`config.mk`:
```
export PLATFORM = sky130hd
export DESIGN_NAME = data_memory_arbiter
export DESIGN_NICKNAME = d
export VERILOG_FILES = /design/src/rtl/data_memory_arbiter.sv
export SDC_FILE = /design/constraint.sdc
export NUM_CORES = 1
export LEC_CHECK = 0
export BUFFER_PORTS_ARGS = -buffer_cell sky130_fd_sc_hd__buf_4
export CORE_AREA = 2 2 120 122
export DETAILED_ROUTE_END_ITERATION = 7
export DIE_AREA = 0 0 122 124
export PLACE_DENSITY = 0.42
export SLEW_MARGIN = 40
export SYNTH_ARGS = -nofsm -noshare
export SYNTH_HDL_FRONTEND = slang
export SYNTH_SLANG_ARGS = --single-unit
```
`constraint.sdc`:
```
create_clock -name clock -period 2.1 [get_ports clock]
set_input_delay 0.21 -clock clock [delete_from_list [all_inputs] [get_ports clock]]
set_output_delay 0.21 -clock clock [all_outputs]
set_load 0.005 [all_outputs]
```
`src/rtl/data_memory_arbiter.sv`:
```
// data_memory_arbiter
//
// Shares one data memory bus between the core load/store port (port 0) and a
// secondary master (port 1, debug/DMA). At most one access is granted per
// cycle. Ties are broken round-robin against the last granted port. A granted
// access carrying lock=1 hands exclusive ownership to that port until it
// issues an unlocked access. Read data from the one-cycle-latency memory is
// steered back to the port that issued the read.
//
// Ports
//   clock, reset                 system clock, synchronous active-high reset
//   pN_req/write/lock            request, 1=write 0=read, keep ownership
//   pN_address/write_data/byte_enable   access attributes, held until gnt
//   pN_gnt                       access accepted this cycle (combinational)
//   pN_rvalid, pN_read_data      read return, one cycle after a read grant
//   mem_address/write_data/byte_enable  muxed attributes of the granted port
//   mem_read_enable/write_enable asserted only in a granted cycle
//   mem_read_data                memory read data, one cycle after read enable

module data_memory_arbiter #(
    parameter int DATA_BITS = 32
) (
    input  logic                 clock,
    input  logic                 reset,

    input  logic                 p0_req,
    input  logic                 p0_write,
    input  logic                 p0_lock,
    input  logic [DATA_BITS-1:0] p0_address,
    input  logic [31:0]          p0_write_data,
    input  logic [3:0]           p0_byte_enable,
    output logic                 p0_gnt,
    output logic                 p0_rvalid,
    output logic [31:0]          p0_read_data,

    input  logic                 p1_req,
    input  logic                 p1_write,
    input  logic                 p1_lock,
    input  logic [DATA_BITS-1:0] p1_address,
    input  logic [31:0]          p1_write_data,
    input  logic [3:0]           p1_byte_enable,
    output logic                 p1_gnt,
    output logic                 p1_rvalid,
    output logic [31:0]          p1_read_data,

    output logic [DATA_BITS-1:0] mem_address,
    output logic [31:0]          mem_write_data,
    output logic [3:0]           mem_byte_enable,
    output logic                 mem_read_enable,
    output logic                 mem_write_enable,
    input  logic [31:0]          mem_read_data
);

    typedef enum logic {
        ARB    = 1'b0,
        LOCKED = 1'b1
    } state_t;

    state_t state;
    logic   owner;
    logic   last_grant;
    logic   resp_valid;
    logic   resp_port;

    logic   gnt0;
    logic   gnt1;
    logic   any_gnt;
    logic   sel_write;
    logic   sel_lock;

    // Stage 0: combinational grant and bus mux in the request cycle
    always_comb begin
        gnt0 = 1'b0;
        gnt1 = 1'b0;
        if (!reset) begin
            if (state == LOCKED) begin
                gnt0 = p0_req & ~owner;
                gnt1 = p1_req & owner;
            end else if (p0_req && p1_req) begin
                // last_grant == 1 means port 1 went last, so port 0 wins
                gnt0 = last_grant;
                gnt1 = ~last_grant;
            end else begin
                gnt0 = p0_req;
                gnt1 = p1_req;
            end
        end
    end

    assign any_gnt   = gnt0 | gnt1;
    assign sel_write = gnt1 ? p1_write : p0_write;
    assign sel_lock  = gnt1 ? p1_lock  : p0_lock;

    assign p0_gnt = gnt0;
    assign p1_gnt = gnt1;

    // Without a grant the attribute mux rests on port 0
    assign mem_address      = gnt1 ? p1_address     : p0_address;
    assign mem_write_data   = gnt1 ? p1_write_data  : p0_write_data;
    assign mem_byte_enable  = gnt1 ? p1_byte_enable : p0_byte_enable;
    assign mem_read_enable  = any_gnt & ~sel_write;
    assign mem_write_enable = any_gnt & sel_write;

    // Stage 1: read return steered to the issuing port
    // Gating with reset drops a response whose grant preceded a reset.
    assign p0_rvalid    = resp_valid & ~reset & ~resp_port;
    assign p1_rvalid    = resp_valid & ~reset & resp_port;
    assign p0_read_data = mem_read_data;
    assign p1_read_data = mem_read_data;

    always_ff @(posedge clock) begin
        if (reset) begin
            state      <= ARB;
            owner      <= 1'b0;
            last_grant <= 1'b1;
            resp_valid <= 1'b0;
            resp_port  <= 1'b0;
        end else begin
            resp_valid <= any_gnt & ~sel_write;
            if (any_gnt) begin
                resp_port  <= gnt1;
                last_grant <= gnt1;
                // In LOCKED only the owner is granted, so this keeps it
                owner      <= gnt1;
                state      <= sel_lock ? LOCKED : ARB;
            end
        end
    end

endmodule

```
# --- Word level (Yosys, flattened, before mapping) ---
# Cells that the tools add are included.
classes:
  n_mux: 12
  bitwise_logic: 12
  reduce_logical: 1
op_table:
  columns: ["op", "n"]
  rows:
  - ["$mux W32", 2]
  - ["$mux W1", 9]
  - ["$and A1 B1 Y1", 7]
  - ["$mux W4", 1]
  - ["$not A1 Y1", 4]
  - ["$logic_and A1 B1 Y1", 1]
  - ["$or A1 B1 Y1", 1]
totals:
  reg_bits: 4
  in_bits: 176
  out_inout_bits: 138
  elab_cells: 29

# --- Logic depth before layout (Yosys ltp) ---
# Gate-level depths: netlist of run 1.
depth:
  ltp_word: 7
  mapped_depth: 6
  mapped_depth_nobuf: 3

# --- Least setup slack after synthesis of run 1 ---
# Ideal clock, no wire load.
synth_path:
  kind: "flip-flop to output port"
  startpoint: "register state"
  endpoint: "output port mem_byte_enable[0]"
  arrival_ns: 1.360
  required_time_ns: 1.890
  path_slack_ns: 0.530
  path_stages_with_launch: 7
  n_path_buf: 3
  path_cell_list: "dfxtp_1 buf_2 nand3b_1 nand3_4 buf_6 buf_6 mux2_4"
synth_between:
  elab_chain_len: 3
synth_lines:
  columns: ["element", "line_no", "text"]
  rows:
  - ["from (decl)", "59", "state_t state;"]
  - ["from (signal assigned)", "125", "state <= sel_lock ? LOCKED : ARB;"]
  - ["$mux W1", "76", "if (state == LOCKED) begin"]
  - ["$mux W1", "75", "if (!reset) begin"]
  - ["$mux W4", "100", "assign mem_byte_enable = gnt1 ? p1_byte_enable : p0_byte_enable;"]
  - ["to (decl)", "48", "output logic [3:0] mem_byte_enable,"]
# No other way between the ends.

==> results of run 1 <==
==> state kept, by name, indices dropped and copies added, names as in the netlist <==
register,flops
last_grant,1
resp_port,1
resp_valid,1
state,1
==> metrics by stage <==
step | setup WS, ns | instances | hold slack, ns
floorplan | 0.530 | 180 | 0.279
global placement | 0.344 | 506 | 0.420
global route | 0.0164 | 509 | 0.219
detailed placement | 0.277 | 506 | 0.420
finish | 0.0980 | 509 | 0.200
CTS | 0.0280 | 509 | 0.199
==> worst max-delay path, stage by stage (launching register included) <==
cell and delay, ns:
dfxtp_1 0.36, nand2b_1 0.25, nand3_4 0.14, buf_12 0.22, mux2_2 0.40, buf_4 0.15
==> final timing paths <==
kind	cells past startpoint	end	startpoint
worst max register to register	3	state$_SDFFE_PP0P_	resp_port$_SDFFE_PP0P_
worst min-delay path	2	resp_port$_SDFFE_PP0P_	reset
worst max-delay path	5	mem_write_data[21]	resp_port$_SDFFE_PP0P_
worst min register to register	2	resp_port$_SDFFE_PP0P_	resp_port$_SDFFE_PP0P_
==> final cells by class <==
| class | count | share of cell area |
|---|---|---|
| sequential | 4 | 0.0264 |
| multi-input combinational | 99 | 0.329 |
| inverter | 4 | 0.00488 |
| tap | 180 | 0.0732 |
| clock buffer | 3 | 0.0244 |
| timing repair buffer | 219 | 0.542 |
==> cells by family after synthesis <==
family / Yosys count / synth area share
buffers and inverters: 77 / 0.336
muxes: 69 / 0.492
and+or+nand+nor: 19 / 0.0784
AOI/OAI and AO/OA: 11 / 0.0441
DFF: 4 / 0.0487
==> metal layers <==
layer / part of all wire / vias to the layer above / track usage
met5: 0 / - / 0
met4: 0.027 / 0 / 0.0338
met3: 0.12 / 24 / 0.0197
met2: 0.52 / 154 / 0.140
met1: 0.33 / 791 / 0.0779
li1: - / 865 / -
==> synth_stat cells (all sizes together) <==
library cell   n  area (um2)
buf           73         538
mux2          68         800
and3           4        25.0
dfxtp          4        80.1
inv            4        15.0
o31ai          3        22.5
a21oi          2        10.0
nand2          2        7.51
nand2b         2        12.5
nand3b         2        15.0
nand4          2        12.5
nor2           2        7.51
o21ai          2        10.0
a211oi         1        7.51
a21boi         1        7.51
a31oi          1        6.26
and2b          1        8.76
and3b          1        8.76
mux2i          1        10.0
nand3          1        17.5
nor2b          1        6.26
nor3b          1        7.51
o311ai         1        8.76
==> power by group through the flow <==
stage,logic [uW],registers [uW],clock network [uW]
after detailed placement,629,93.9,0
after floorplan,325,88.0,0
after CTS,631,92.9,309
final,618,93.5,306
after global placement,625,92.9,0
after global routing,668,94.5,312
==> cells in the final DEF (no fill, tap or decap), drive strengths merged, types with 2 or more instances in the layout <==
master | Yosys | layout
nor2 | 2 | 2
o31ai | 3 | 3
clkbuf | 0 | 3
o21ai | 2 | 2
nand4 | 2 | 2
a21oi | 2 | 2
inv | 4 | 4
and3 | 4 | 4
nand2 | 2 | 2
nand2b | 2 | 2
dfxtp | 4 | 4
buf | 73 | 219
mux2 | 68 | 68
nand3b | 2 | 2
==> results.ini, run 1 <==
[clock_network]
cts_resized=0
clk_pin_slew_ns=0.03
cts_tree=done
cts_buffers=3
worstSkewPairLatency_ns=0.23
clockBufferDepth=2
root_buffer=clkbuf_16
clock_sinks=4
postCtsSetupBuffers=0
htree_levels=1
ctsHoldBuffers=0

[route]
drc_errors=0
drt-total-wl_um=6940
drtPass1Iterations=3
via_count=1834
drt_iter0_drc=22
wl_per_cell_um=13.6
viasPerCell=3.60
antenna_left=0

[setup_path]
worstPathArrival_ns=1.79
endpoint_kind=output port
path_class=reg2out
start_kind=flip-flop
critPathMaxFanout=39
regToRegSetupSlack_ns=0.71
worstPathRequired_ns=1.89

[flow_run]
drv_cap=0

[synth]
seq_area_frac_synth=0.0487
avgSynthCellArea_um2=9.13
syn-cell-area_mm2=0.00164
ys.warnings.count=0
synth_seq_cells=4
synth_cells=180
ys_types=26
synth_fp_nets=356

[sta]
relSlewSlack=0.637
setup_viol=0
fin_crit_sh=0.953
fin_setup_tns_ns=0
hold_viol=0
fin_skew_ns=0.00200
period_needed_ns=2.00
max_freq_mhz=499
worst_pin_slew_ns=0.541
final-max-slew-violation-count=0
rsz0062_at_grt=no

[run_status]
status=finished clean

[power]
seqPwrFrac=0.092
ir_worst_vdd_uv=193
clkPwrFrac=0.301
power.internal_uw=759
power.switching_uw=258
total_power_uw=1020
cellPowerDensity_mw_per_mm2=331
switching_share=0.253
leakagePower_uw=0.00157
pwr-share-comb=0.608

[worst_hold_path]
hold_class=in2reg

[global_route]
grt_overflow_total=0
grt_max_degree=40
antenna_found_initial=0
grt_first_pass_wirelength_um=8730
grt.total_usage=0.0747
grt_pass1_vias=1719

[layout]
final_util=0.224
fin_nets=507
regArea_um2=81.3
drive_gt1_frac=0.891
area_growth_pct=87.1
antenna_cells=0
num-fill-cells=1506
multi_input_area_mm2=0.00101
design_area_mm2=0.00308

[floorplanning]
die_area_mm2=0.0151
die_h_um=124
ioPinCount=314
core_area_mm2=0.0137
start_util=0.120
die_w_um=122
rows=43

[placement]
place_area_mm2=0.00300
gp_congestion=0.737
port_buffers=217
hpwlAfterDp_um=6150

No activity file was read; power rests on OpenSTA's default activity.
==> run 2: changes to the inputs <==
--- a/config.mk
+++ b/config.mk
@@ -6,10 +6,11 @@
 export NUM_CORES = 1
 export LEC_CHECK = 0
 export BUFFER_PORTS_ARGS = -buffer_cell sky130_fd_sc_hd__buf_4
-export CORE_AREA = 2 2 120 122
+export CORE_AREA = 2 2 123 125
 export DETAILED_ROUTE_END_ITERATION = 7
-export DIE_AREA = 0 0 122 124
-export PLACE_DENSITY = 0.42
+export DIE_AREA = 0 0 125 127
+export HOLD_SLACK_MARGIN = 0.03
+export PLACE_DENSITY = 0.4
 export SLEW_MARGIN = 40
 export SYNTH_ARGS = -nofsm -noshare
 export SYNTH_HDL_FRONTEND = slang
==> constraint.sdc (replaced) <==
create_clock -name clock -period 2.34 [get_ports clock]
set_input_delay 0.234 -clock clock [delete_from_list [all_inputs] [get_ports clock]]
set_output_delay 0.234 -clock clock [all_outputs]
set_load 0.005 [all_outputs]
==> run 2 against run 1 <==
Net effect:
- cell count grew 0.79%
- clock power decreased by 13%
- hold slack improved by 0.026 ns
- clock skew fell by 0.0019 ns
- highest routed layer unchanged
==> results.ini, run 2 (synthesis gave the netlist of run 1 again) <==
[run_status]
status=finished clean

[power]
leakagePower_uw=0.00157  ; about the same
cellPowerDensity_mw_per_mm2=294  ; -11%
ir_worst_vdd_uv=116  ; -40%
total_power_uw=905  ; -11%

[global_route]
grt.total_usage=0.0756  ; +0.000890
grt_overflow_total=0  ; unchanged
grt_max_degree=38  ; -5.0%
grt_first_pass_wirelength_um=9740  ; +12%
antenna_found_initial=0  ; unchanged
grt_pass1_vias=1813  ; +5.5%

[flow_run]
drv_cap=0  ; unchanged

[route]
via_count=1820  ; -0.76%
met1_length_um=2560  ; +11%
drtPass1Iterations=3  ; unchanged
drc_errors=0  ; unchanged
viasPerCell=3.55  ; -1.5%
antenna_left=0  ; unchanged
drt-total-wl_um=6970  ; +0.49%
dr_wl_met3_um=793  ; -8.0%
drt_iter0_drc=15  ; -32%
routed-wl-met2_um=3510  ; -1.8%
dr.max_layer_used=met4
wl_per_cell_um=13.6  ; -0.29%

[placement]
place_area_mm2=0.00301  ; +0.17%
port_buffers=217  ; unchanged
hpwlAfterDp_um=6100  ; -0.82%
gp_congestion=0.736  ; about the same

[layout]
mostFrequentLayoutCell=buf_4
design_area_mm2=0.00308  ; +0.12%
antenna_cells=0  ; unchanged
drive_gt1_frac=0.888  ; -0.00304
fin_nets=507  ; unchanged
layout_common_cells=buf_4, mux2_2, mux2_4
area_growth_pct=87.4

[clock_network]
ctsHoldBuffers=0  ; unchanged
root_buffer=clkbuf_16
postCtsSetupBuffers=0  ; unchanged
clock_sinks=4  ; unchanged
cts_tree=done
worstSkewPairLatency_ns=0.22  ; about the same
htree_levels=1  ; unchanged
cts_resized=0  ; unchanged
clockBufferDepth=2  ; unchanged
clk_pin_slew_ns=0.03  ; about the same
cts_buffers=3  ; unchanged

[sta]
whs_ns=0.226  ; +0.0259 ns
final-max-slew-violation-count=0  ; unchanged
setup_viol=0  ; unchanged
fin_skew_ns=0.000102  ; -0.00189 ns
relSlewSlack=0.709  ; +0.0722
fin_crit_sh=0.868
worst_pin_slew_ns=0.433  ; -0.108 ns
rsz0062_at_grt=no
hold_viol=0  ; unchanged
max_freq_mhz=492
period_needed_ns=2.03
fin_setup_tns_ns=0  ; unchanged

[setup_path]
worstPathArrival_ns=1.80  ; about the same
worstPathRequired_ns=2.11  ; +0.22 ns
start_kind=flip-flop
endpoint_kind=output port
critPathMaxFanout=37  ; -5.1%
path_class=reg2out

[floorplanning]
die_w_um=125  ; +2.5%
start_util=0.114  ; -0.00585
ioPinCount=314  ; unchanged
die_h_um=127  ; +2.4%
die_area_mm2=0.0159  ; +4.9%
rows=44  ; +2.3%
core_area_mm2=0.0144  ; +5.1%

[worst_hold_path]
hold_class=in2reg

## run 2: metal layers
| layer | global-route usage | up-vias |
|---|---|---|
| met5 | 0 | - |
| met4 | 0.0222 | 0 |
| met3 | 0.0239 | 18 |
| met2 | 0.136 | 155 |
| met1 | 0.0858 | 783 |
| li1 | - | 864 |
## run 2: path summary, 6_finish.rpt
check | startpoint | endpoint | slack [ns] | cells after the start
setup reg to reg | resp_port$_SDFFE_PP0P_ | state$_SDFFE_PP0P_ | 1.05 | 3
setup / recovery | state$_SDFFE_PP0P_ | mem_write_data[19] | 0.31 | 5
hold / removal | reset | resp_port$_SDFFE_PP0P_ | 0.23 | 2
hold reg to reg | resp_port$_SDFFE_PP0P_ | resp_port$_SDFFE_PP0P_ | 0.57 | 2
## run 2: power by group
part	leakage (uW)	internal, uW	switching, uW
clock	0.0000370	218	47.8
sequential	0.0000332	74.5	8.52
combinational	0.00150	388	168
## run 2: cell type report
cell class,instances,area [um2]
tap,184,230
inverter,4,15.0
multi-input combinational,99,1010
sequential,4,80.1
timing repair buffer,219,1670
fill,1592,11300
clock buffer,3,75.1
## run 2: stage by stage
step / util / std cells / worst slack [ns]
final: 0.214 / 513 / 0.308
after floorplan: - / 180 / 0.746
after detailed placement: 0.208 / 510 / 0.533
after CTS: 0.214 / 513 / 0.308
after global placement: 0.208 / 510 / 0.592
after global routing: 0.214 / 513 / 0.209
## run 2: worst max-delay path, cell delays in order (launching register included)
cell,delay (ns)
dfxtp_1,0.46
nand2b_1,0.19
nand3_4,0.15
buf_12,0.23
mux2_2,0.37
buf_4,0.14
==> run 3: changes to the inputs <==
--- a/config.mk
+++ b/config.mk
@@ -10,7 +10,7 @@
 export DETAILED_ROUTE_END_ITERATION = 7
 export DIE_AREA = 0 0 125 127
 export HOLD_SLACK_MARGIN = 0.03
-export PLACE_DENSITY = 0.4
+export PLACE_DENSITY = 0.53
 export SLEW_MARGIN = 40
 export SYNTH_ARGS = -nofsm -noshare
 export SYNTH_HDL_FRONTEND = slang
==> run 3 against run 2 <==
Net effect:
- clock power barely moved
- non-clock buffer count did not move
- sequential cell count did not move
- largest power group unchanged
- power barely moved
- maximum frequency fell by 6.0%
- design area fell by 0.41%
- cell count did not move
==> results.ini, run 3 (synthesis gave the netlist of run 1 again) <==
[run_status]
status=finished clean

[setup_path]
reg2reg_to=resp_valid$_SDFF_PP0_
worstPathArrival_ns=1.93  ; +0.13 ns
start_kind=flip-flop
worstPathRequired_ns=2.11  ; about the same
crit_path_top_delay_cell=dfxtp_1
max_stage_delay_ns=0.46  ; about the same
path_class=reg2out
worst-path-buf-inv=2  ; unchanged
critPathMaxFanout=20  ; -46%
r2r_start=state$_SDFFE_PP0P_
crit_chain=nand2b_1 -> nand3_4 -> buf_4 -> mux2_2 -> buf_4
crit_top_cell=buf_4
endpoint_kind=output port
regToRegSetupSlack_ns=1.05  ; about the same
path_delay_family=flip-flops
worstRegToRegCells=3  ; unchanged

[global_route]
grt_max_degree=42  ; +11%
grt_first_pass_wirelength_um=10600  ; +8.6%
grt.total_usage=0.0841  ; +0.00849
grt_pass1_vias=1916  ; +5.7%
antenna_found_initial=0  ; unchanged
grt_overflow_total=0  ; unchanged

[floorplanning]
die_w_um=125  ; unchanged
rows=44  ; unchanged
die_area_mm2=0.0159  ; unchanged
die_h_um=127  ; unchanged
core_area_mm2=0.0144  ; unchanged
start_util=0.114  ; unchanged
ioPinCount=314  ; unchanged

[sta]
fin_setup_tns_ns=0  ; unchanged
period_needed_ns=2.16  ; +0.129 ns
final-max-slew-violation-count=0  ; unchanged
hold_viol=0  ; unchanged
setup_viol=0  ; unchanged
fin_skew_ns=0.00195  ; +0.00185 ns
rsz0062_at_grt=no
max_freq_mhz=463  ; -6.0%
finalWorstSetupSlack_ns=0.179  ; -0.129 ns
relSlewSlack=0.720  ; +0.0112
fin_crit_sh=0.923  ; +0.0550
worst_pin_slew_ns=0.417  ; -0.0167 ns

[clock_network]
worstSkewPairLatency_ns=0.22  ; about the same
cts_buffers=3  ; unchanged
clk_pin_slew_ns=0.03  ; about the same
root_buffer=clkbuf_16
clock_sinks=4  ; unchanged
postCtsSetupBuffers=0  ; unchanged
cts_resized=0  ; unchanged
htree_levels=1  ; unchanged
ctsHoldBuffers=0  ; unchanged
cts_tree=done
clockBufferDepth=2  ; unchanged

[layout]
num-fill-cells=1599  ; +0.44%
mostFrequentLayoutCell=buf_4
drive_gt1_frac=0.888  ; unchanged
layout_common_cells=buf_4, mux2_2, mux2_4
antenna_cells=0  ; unchanged
fin_nets=507  ; unchanged
regArea_um2=80.1  ; unchanged
multi_input_area_mm2=0.00101  ; unchanged
area_growth_pct=86.6

[route]
via_count=1840  ; +1.1%
drt-total-wl_um=7470  ; +7.2%
drc_errors=0  ; unchanged
antenna_left=0  ; unchanged
drt_iter0_drc=69  ; +54
viasPerCell=3.59  ; +1.1%
drtPass1Iterations=4  ; +1
wl_per_cell_um=14.6  ; +7.2%

[flow_run]
drv_cap=0  ; unchanged

[power]
ir_worst_vdd_uv=161  ; +38%
cellPowerDensity_mw_per_mm2=295  ; +0.36%
leakagePower_uw=0.00156  ; -0.38%

[placement]
gp_congestion=0.808  ; +9.8%
place_ws_ns=0.421  ; -0.112 ns
port_buffers=217  ; unchanged
hpwlAfterDp_um=6690  ; +9.6%

[worst_hold_path]
hold_class=in2reg
min_path_cells=2  ; unchanged
min-delay-start=reset
min_to=resp_port$_SDFFE_PP0P_

-- run 3: cell counts in the layout (fill, tap and decap cells not counted) --
Identical to the previous run, type by type.
-- run 3: how the worst max path moves through the flow --
stage | end | cells after the start | from
finish | mem_address[19] | 5 | state$_SDFFE_PP0P_
global route | mem_address[19] | 5 | state$_SDFFE_PP0P_
CTS | mem_address[19] | 5 | state$_SDFFE_PP0P_
detailed placement | mem_address[19] | 5 | state$_SDFFE_PP0P_
global placement | mem_address[20] | 5 | state$_SDFFE_PP0P_
floorplan | mem_byte_enable[0] | 6 | state$_SDFFE_PP0P_
-- run 3: stage by stage --
step / std cells / area (um2) / util / total power [uW] / hold WS, ns
after detailed placement: 510 / 2990 / 0.207 / 646 / 0.450
final: 513 / 3070 / 0.213 / 904 / 0.218
after global routing: 513 / 3070 / 0.213 / 956 / 0.233
after CTS: 513 / 3070 / 0.213 / 918 / 0.224
after global placement: 510 / 2990 / 0.207 / 639 / 0.451
after floorplan: 180 / 1640 / - / 370 / 0.303
-- run 3: report_power, final --
part	switching [uW]	internal (uW)	leakage [uW]
sequential	8.03	74.5	0.0000332
combinational	172	385	0.00149
clock	46.7	218	0.0000370
total	226	678	0.00156
-- run 3: worst register-to-register path, delay by kind of cell, from the launching register on --
kind	cells	cell delay, ns
compound gates	1	0.34
flops	1	0.46
simple gates	2	0.44
-- run 3: routing by layer --
layer | vias up | routed length, um | global-route usage
li1 | 864 | - | -
met1 | 792 | 2570 | 0.0899
met2 | 166 | 3850 | 0.155
met3 | 18 | 922 | 0.0314
met4 | 0 | 129 | 0.0242
met5 | - | 0 | 0
-- run 3: layout make-up --
| cell class | instances | area share |
|---|---|---|
| sequential | 4 | 0.0261 |
| inverter | 4 | 0.00489 |
| tap | 184 | 0.0750 |
| multi-input combinational | 99 | 0.330 |
| clock buffer | 3 | 0.0245 |
| timing repair buffer | 219 | 0.540 |
